**src/rtl/ula_pkg.sv**
```systemverilog
`default_nettype none
// +----------------------------------------------------------------------------+
// | ula_pkg                                                                    |
// | CDB word layout helpers and unit identifiers shared by the ULA family.     |
// | Rev 1.0                                                                    |
// +----------------------------------------------------------------------------+
package ula_pkg;

  localparam int c_onehot_max_w = 32;
  localparam int c_cdb_max_w    = 128;

  localparam logic UNIT_ID_LDSD = 1'b0;
  localparam logic UNIT_ID_ALU  = 1'b1;

  // CDB word, MSB to LSB: one-hot dest | RS slot | unit id | address
  function automatic int cdb_id_bit(input int addr_w);
    return addr_w;
  endfunction

  function automatic int cdb_rs_lsb(input int addr_w);
    return addr_w + 1;
  endfunction

  function automatic int cdb_dest_lsb(input int rs_pos_w, input int addr_w);
    return addr_w + 1 + rs_pos_w;
  endfunction

  function automatic int cdb_width(input int num_regs, input int rs_pos_w, input int addr_w);
    return num_regs + rs_pos_w + 1 + addr_w;
  endfunction

  function automatic logic [c_cdb_max_w-1:0] cdb_invalid_word(input int width);
    logic [c_cdb_max_w-1:0] w;
    w = '0;
    for (int i = 0; i < c_cdb_max_w; i++) begin
      if (i < width) w[i] = 1'b1;
    end
    return w;
  endfunction

  // R0 sits in the MSB of the field; out-of-range indices decode to all zeros
  function automatic logic [c_onehot_max_w-1:0] onehot_dest(input int idx, input int num_regs);
    logic [c_onehot_max_w-1:0] oh;
    oh = '0;
    if (idx >= 0 && idx < num_regs) oh[num_regs-1-idx] = 1'b1;
    return oh;
  endfunction

endpackage
`default_nettype wire

```
**src/rtl/ula_ld_sd_pipe_if.sv**
```systemverilog
`default_nettype none
// +----------------------------------------------------------------------------+
// | ula_ld_sd_pipe_if                                                          |
// | Issue handshake and CDB presentation bundle of the LD/SD address unit.     |
// | Rev 1.0                                                                    |
// +----------------------------------------------------------------------------+
interface ula_ld_sd_pipe_if #(
  parameter int DATA_W    = 16,
  parameter int IMM_W     = 4,
  parameter int ADDR_W    = 10,
  parameter int NUM_REGS  = 3,
  parameter int REG_IDX_W = 3,
  parameter int RS_POS_W  = 2
);

  localparam int c_cdb_w = ula_pkg::cdb_width(NUM_REGS, RS_POS_W, ADDR_W);

  logic                 in_valid;
  logic                 in_ready;
  logic [DATA_W-1:0]    RY_data;
  logic [IMM_W-1:0]     imediate;
  logic [REG_IDX_W-1:0] reg_dest;
  logic [RS_POS_W-1:0]  RS_position;
  logic                 flush;
  logic                 cdb_valid;
  logic                 cdb_grant;
  logic [c_cdb_w-1:0]   ULA_output;
  logic                 addr_oob;
  logic                 dest_err;

  modport master (
    output in_valid, RY_data, imediate, reg_dest, RS_position, flush, cdb_grant,
    input  in_ready, cdb_valid, ULA_output, addr_oob, dest_err
  );

  modport slave (
    input  in_valid, RY_data, imediate, reg_dest, RS_position, flush, cdb_grant,
    output in_ready, cdb_valid, ULA_output, addr_oob, dest_err
  );

endinterface
`default_nettype wire

```
**src/rtl/ula_ld_sd_stage.sv**
```systemverilog
`default_nettype none
// +----------------------------------------------------------------------------+
// | ula_ld_sd_stage                                                            |
// | One valid+payload pipeline register; empty slots carry IDLE_VAL.          |
// | Rev 1.0                                                                    |
// +----------------------------------------------------------------------------+
module ula_ld_sd_stage #(
  parameter int           W        = 18,
  parameter logic [W-1:0] IDLE_VAL = '1
) (
  input  logic         clock,
  input  logic         resetn,
  input  logic         en,
  input  logic         flush,
  input  logic         in_valid,
  input  logic [W-1:0] in_payload,
  output logic         out_valid,
  output logic [W-1:0] out_payload
);

  logic         r_valid;
  logic [W-1:0] r_payload;

  always_ff @(posedge clock) begin
    if (!resetn) begin
      r_valid   <= 1'b0;
      r_payload <= IDLE_VAL;
    end else if (flush) begin
      r_valid   <= 1'b0;
      r_payload <= IDLE_VAL;
    end else if (en) begin
      r_valid   <= in_valid;
      r_payload <= in_valid ? in_payload : IDLE_VAL;
    end
  end

  assign out_valid   = r_valid;
  assign out_payload = r_payload;

endmodule
`default_nettype wire

```
**src/rtl/ula_ld_sd_pipe.sv**
```systemverilog
`default_nettype none
// +----------------------------------------------------------------------------+
// | ula_ld_sd_pipe                                                             |
// | Pipelined LD/SD address generator presenting a held word to the CDB.      |
// | Rev 1.0                                                                    |
// +----------------------------------------------------------------------------+
module ula_ld_sd_pipe
  import ula_pkg::*;
#(
  parameter int DATA_W     = 16,
  parameter int IMM_W      = 4,
  parameter int IMM_SIGNED = 0,
  parameter int ADDR_W     = 10,
  parameter int NUM_REGS   = 3,
  parameter int REG_IDX_W  = 3,
  parameter int RS_POS_W   = 2,
  parameter int STAGES     = 1
) (
  input  logic               clock,
  input  logic               resetn,
  ula_ld_sd_pipe_if.slave    bus
);

  localparam int c_cdb_w    = cdb_width(NUM_REGS, RS_POS_W, ADDR_W);
  localparam int c_pay_w    = c_cdb_w + 2;
  localparam int c_id_bit   = cdb_id_bit(ADDR_W);
  localparam int c_rs_lsb   = cdb_rs_lsb(ADDR_W);
  localparam int c_dest_lsb = cdb_dest_lsb(RS_POS_W, ADDR_W);

  localparam logic [c_cdb_w-1:0] c_invalid  = c_cdb_w'(cdb_invalid_word(c_cdb_w));
  localparam logic [c_pay_w-1:0] c_idle_pay = {2'b00, c_invalid};

  if (STAGES < 1 || STAGES > 3) begin : g_bad_stages
    $error("ula_ld_sd_pipe: STAGES must be within 1..3");
  end
  if (NUM_REGS > (2 ** REG_IDX_W)) begin : g_bad_regs
    $error("ula_ld_sd_pipe: NUM_REGS exceeds the reg_dest index range");
  end
  if (ADDR_W > DATA_W || IMM_W > DATA_W) begin : g_bad_widths
    $error("ula_ld_sd_pipe: ADDR_W and IMM_W must not exceed DATA_W");
  end
  if (c_cdb_w > c_cdb_max_w || NUM_REGS > c_onehot_max_w) begin : g_bad_cdb
    $error("ula_ld_sd_pipe: CDB word too wide for the package helpers");
  end

  logic                 w_adv;
  logic                 w_accept;
  logic [DATA_W:0]      w_imm_ext;
  logic [DATA_W:0]      w_sum;
  logic                 w_oob;
  logic                 w_dest_bad;
  logic [c_cdb_w-1:0]   w_word;
  logic [c_pay_w-1:0]   w_pay_in;

  logic [STAGES:0]                 w_stage_valid;
  logic [STAGES:0][c_pay_w-1:0]    w_stage_pay;

  // Whole pipeline moves in lock-step, gated only by the held CDB word
  assign w_adv        = ~bus.cdb_valid | bus.cdb_grant;
  assign bus.in_ready = w_adv & ~bus.flush;
  assign w_accept     = bus.in_valid & bus.in_ready;

  if (IMM_SIGNED != 0) begin : g_imm_sext
    assign w_imm_ext = {{(DATA_W + 1 - IMM_W){bus.imediate[IMM_W-1]}}, bus.imediate};
  end else begin : g_imm_zext
    assign w_imm_ext = {{(DATA_W + 1 - IMM_W){1'b0}}, bus.imediate};
  end

  // A negative signed result wraps into the top bit, so one OR covers both cases
  assign w_sum      = {1'b0, bus.RY_data} + w_imm_ext;
  assign w_oob      = |w_sum[DATA_W:ADDR_W];
  assign w_dest_bad = (32'(bus.reg_dest) >= 32'(NUM_REGS));

  always_comb begin
    w_word = '0;
    w_word[c_dest_lsb +: NUM_REGS] = NUM_REGS'(onehot_dest(32'(bus.reg_dest), NUM_REGS));
    w_word[c_rs_lsb +: RS_POS_W]   = bus.RS_position;
    w_word[c_id_bit]               = UNIT_ID_LDSD;
    w_word[0 +: ADDR_W]            = w_sum[ADDR_W-1:0];
  end

  assign w_pay_in         = {w_dest_bad, w_oob, w_word};
  assign w_stage_valid[0] = w_accept;
  assign w_stage_pay[0]   = w_pay_in;

  for (genvar i = 0; i < STAGES; i++) begin : g_stage
    ula_ld_sd_stage #(
      .W        (c_pay_w),
      .IDLE_VAL (c_idle_pay)
    ) u_stage (
      .clock       (clock),
      .resetn      (resetn),
      .en          (w_adv),
      .flush       (bus.flush),
      .in_valid    (w_stage_valid[i]),
      .in_payload  (w_stage_pay[i]),
      .out_valid   (w_stage_valid[i+1]),
      .out_payload (w_stage_pay[i+1])
    );
  end

  assign bus.cdb_valid = w_stage_valid[STAGES];
  assign {bus.dest_err, bus.addr_oob, bus.ULA_output} = w_stage_pay[STAGES];

endmodule
`default_nettype wire

```
**src/flat_wrapper.sv**
```systemverilog
// flat-port wrapper written by rule: the top's interface ports become plain ports
module ula_ld_sd_pipe_flat import ula_pkg::*;
#(
  parameter int DATA_W     = 16,
  parameter int IMM_W      = 4,
  parameter int IMM_SIGNED = 0,
  parameter int ADDR_W     = 10,
  parameter int NUM_REGS   = 3,
  parameter int REG_IDX_W  = 3,
  parameter int RS_POS_W   = 2,
  parameter int STAGES     = 1
)
  (clock, resetn, bus_in_valid, bus_RY_data, bus_imediate, bus_reg_dest, bus_RS_position, bus_flush, bus_cdb_grant, bus_in_ready, bus_cdb_valid, bus_ULA_output, bus_addr_oob, bus_dest_err);
  ula_ld_sd_pipe_if #(.DATA_W(DATA_W), .IMM_W(IMM_W), .ADDR_W(ADDR_W), .NUM_REGS(NUM_REGS), .REG_IDX_W(REG_IDX_W), .RS_POS_W(RS_POS_W)) bus_i ();
  input  logic clock;
  input  logic resetn;
  input wire logic [$bits(bus_i.in_valid)-1:0] bus_in_valid;
  input wire logic [$bits(bus_i.RY_data)-1:0] bus_RY_data;
  input wire logic [$bits(bus_i.imediate)-1:0] bus_imediate;
  input wire logic [$bits(bus_i.reg_dest)-1:0] bus_reg_dest;
  input wire logic [$bits(bus_i.RS_position)-1:0] bus_RS_position;
  input wire logic [$bits(bus_i.flush)-1:0] bus_flush;
  input wire logic [$bits(bus_i.cdb_grant)-1:0] bus_cdb_grant;
  output wire logic [$bits(bus_i.in_ready)-1:0] bus_in_ready;
  output wire logic [$bits(bus_i.cdb_valid)-1:0] bus_cdb_valid;
  output wire logic [$bits(bus_i.ULA_output)-1:0] bus_ULA_output;
  output wire logic [$bits(bus_i.addr_oob)-1:0] bus_addr_oob;
  output wire logic [$bits(bus_i.dest_err)-1:0] bus_dest_err;
  assign bus_i.in_valid = bus_in_valid;
  assign bus_i.RY_data = bus_RY_data;
  assign bus_i.imediate = bus_imediate;
  assign bus_i.reg_dest = bus_reg_dest;
  assign bus_i.RS_position = bus_RS_position;
  assign bus_i.flush = bus_flush;
  assign bus_i.cdb_grant = bus_cdb_grant;
  assign bus_in_ready = bus_i.in_ready;
  assign bus_cdb_valid = bus_i.cdb_valid;
  assign bus_ULA_output = bus_i.ULA_output;
  assign bus_addr_oob = bus_i.addr_oob;
  assign bus_dest_err = bus_i.dest_err;
  ula_ld_sd_pipe #(.DATA_W(DATA_W), .IMM_W(IMM_W), .IMM_SIGNED(IMM_SIGNED), .ADDR_W(ADDR_W), .NUM_REGS(NUM_REGS), .REG_IDX_W(REG_IDX_W), .RS_POS_W(RS_POS_W), .STAGES(STAGES)) u_core (.clock(clock), .resetn(resetn), .bus(bus_i));
endmodule
```
**config.mk**
```make
export PLATFORM = sky130hd
export DESIGN_NAME = ula_ld_sd_pipe_flat
export DESIGN_NICKNAME = d
export VERILOG_FILES = /design/src/rtl/ula_pkg.sv /design/src/rtl/ula_ld_sd_pipe_if.sv /design/src/rtl/ula_ld_sd_stage.sv /design/src/rtl/ula_ld_sd_pipe.sv /design/src/flat_wrapper.sv
export SDC_FILE = /design/constraint.sdc
export NUM_CORES = 1
export LEC_CHECK = 0
export CAP_MARGIN = 20
export CORE_ASPECT_RATIO = 0.9
export CORE_MARGIN = 8
export CORE_UTILIZATION = 43
export CTS_BUF_LIST = sky130_fd_sc_hd__clkbuf_2
export CTS_CLUSTER_DIAMETER = 200
export DETAILED_ROUTE_END_ITERATION = 10
export PLACE_DENSITY_LB_ADDON = 0.05
export SYNTH_ARGS = -nofsm -noshare
export SYNTH_HDL_FRONTEND = slang
export SYNTH_SLANG_ARGS = --single-unit
```
**constraint.sdc**
```tcl
create_clock -name clock -period 5.9 [get_ports clock]
set_input_delay 0.885 -clock clock [delete_from_list [all_inputs] [get_ports clock]]
set_output_delay 0.885 -clock clock [all_outputs]
set_load 0.02 [all_outputs]
```
==> impl_metrics.yaml <==
clock_network:
  hold_buffers: 0
  cts_max_level: 1
  cts_tree: "done"
  cts.sinks: 19
  cts_buffers: 3
  post_cts_buffers: 0
  ctsLongestPathBuffers: 2
  clkTransAtPathRegs_ns: 0.18
  cts-root-buf: "clkbuf_2"
  post_cts_resized: 0
  worstSkewPairLatency_ns: 0.30
timing:
  post-route-period-util_pct: 55.1
  fin_crit_ns: 3.25
  fin_setup_tns_ns: 0
  max_slew_margin_pct: 63.4
  rsz0062_at_grt: "no"
  finalHoldViolations: 0
  setup_viol: 0
  worstMarginPinSlew_ns: 0.547
  finalMaxSlewViolations: 0
  fmax_mhz: 307
  skew_ns: 0.00810
die:
  die_h_um: 64.7
  ios: 50
  initial_core_util_pct: 45.6
  core_area_mm2: 0.00249
  fp.dieW_um: 70.1
  die_area_mm2: 0.00454
  num_rows: 17
hold_path:
  holdCritPathClass: "flip-flop to flip-flop"
global_routing:
  grt_start_max_net_pins: 17
  grt_pass1_vias: 1218
  track_usage_pct: 13.0
  overflow: 0
  antenna_found_initial: 0
  grt_pass1_wl_mm: 5.16
run_status:
  status: "completed"
logic_synthesis:
  async_reset_ff_share_pct: 0
  ys.flop_type: "dfxtp_1"
  syn-instance-count: 134
  synth-edff-count: 0
  syn_area_per_cell_um2: 8.46
  synthTopCellsByCount: "nand2_1, dfxtp_1, nand3_1, nor2_1, a21oi_1"
  synth_cell_types: 43
  syn-num-nets: 169
  yosys.area.top_type_share_pct: 33.6
  syn_area_mm2: 0.00113
  yosysMostFrequentCell: "nand2_1"
  ys_seq_area_share_pct: 33.6
  synth.largest_area_cell: "dfxtp_1"
  ys_seq_elements: 19
  netlist_top_cells_area: "dfxtp_1, nand2_1, nand3_1"
  ys_warn_count: 0
placed_design:
  gp_congestion: 0.722
  io_buffers: 49
  dp_hpwl_mm: 2.51
  place_inst: 207
pwr:
  power.total_mw: 0.275
  power_density_mw_per_mm2: 165
  p_leak_nw: 0.621
  peakVddDrop_mv: 0.150
route:
  drt_first_pass_iters: 4
  via_count: 1177
  vias_per_cell: 5.58
  drt-total-wl_mm: 3.07
  wl_per_cell_um: 14.5
  ant_nets: 0
  route.detailed.drc: 0
  drt_iter0_markers: 62
critical_path:
  endpoint_kind: "primary output"
  crit_required_ns: 5.02
  crit_type: "primary input to primary output"
  cp_max_fo: 16
  cp-start-kind: "primary input"
  worstPathArrival_ns: 2.37
finish:
  nets: 219
  fillCellCount: 231
  drive_gt1_share_pct: 9.29
  antenna_cells: 0
  area_growth_pct: 46.9
  final_cells: 211
flow_run:
  cap_violations: 0
## logic make-up after synthesis
logic type               Yosys count  share of synthesized area (%)
multiplexers                       2                           2.32
flip-flops                        19                           33.6
adder cells (fa/ha/maj)            5                           6.18
AND/OR/NAND/NOR                   58                           24.7
buffers and inverters              7                           2.54
XOR/XNOR                           6                           4.64
AO/OA/AOI/OAI                     37                           26.0
## layout by cell type (no fill, tap or decap), drive strengths merged, types with 2 or more instances in the layout
cell / Yosys / layout
mux2: 2 / 2
nand3: 12 / 12
nand4: 3 / 3
o21ai: 7 / 7
nor2b: 2 / 2
nand2: 27 / 27
xor2: 4 / 4
clkbuf: 3 / 4
ha: 4 / 4
xnor2: 2 / 2
a211oi: 3 / 3
clkdlybuf4s50: 0 / 49
inv: 2 / 2
a21oi: 10 / 10
nor3: 2 / 2
dfxtp: 19 / 19
a21o: 3 / 3
nor2: 9 / 9
o22ai: 4 / 4
## sequential cells by signal, summed over array words and instances (netlist names)
name / cells
u_core.g_stage.u_stage.out_valid: 1
u_core.g_stage.u_stage.out_payload: 18
## per-stage QoR
step	util (%)	hold slack [ns]	setup WS [ns]	cell area, um^2
floorplan	-	0.521	3.42	1130
global placement	66.1	0.430	2.68	1650
detailed placement	66.1	0.453	2.65	1650
CTS	66.9	0.474	2.64	1670
global route	66.9	0.488	2.58	1670
finish	66.9	0.470	2.65	1670
## power breakdown
| part | internal, mW | switching, mW | total [mW] |
|---|---|---|---|
| combinational | 0.0426 | 0.0415 | 0.0841 |
| sequential | 0.133 | 0.00232 | 0.135 |
| clock | 0.0180 | 0.0384 | 0.0564 |
| total | 0.193 | 0.0823 | 0.275 |
## area by class of cell
cell class	instances	area (um^2)	share of cell area, %
clock buffer	4	20.0	1.20
inverter	2	7.51	0.451
tap	28	35.0	2.10
multi-input combinational	108	724	43.5
sequential	19	380	22.8
timing repair buffer	50	498	29.9
## critical path: stages
cell and delay, ns:
clkdlybuf4s50_1 0.47, nor2b_1 0.04, buf_4 0.18, nor2_1 0.15, clkdlybuf4s50_1 0.63
## final timing paths
path	from	to	slack [ns]	cells after the start
min	u_core.g_stage[0].u_stage.out_payload[10]	u_core.g_stage[0].u_stage.out_payload[10]	0.47	2
max	bus_cdb_grant	bus_in_ready	2.65	5
min reg2reg	u_core.g_stage[0].u_stage.out_payload[10]	u_core.g_stage[0].u_stage.out_payload[10]	0.47	2
max reg2reg	u_core.g_stage[0].u_stage.out_valid	u_core.g_stage[0].u_stage.out_payload[7]	4.46	6
## routing by layer
metal	vias to the layer above	GRT usage, %	wire, um
met5	-	0	0
met4	0	2.26	25
met3	4	4.41	201
met2	48	22.8	1510
met1	540	15.2	1330
li1	585	-	-
(Power assumes the default switching activity.)
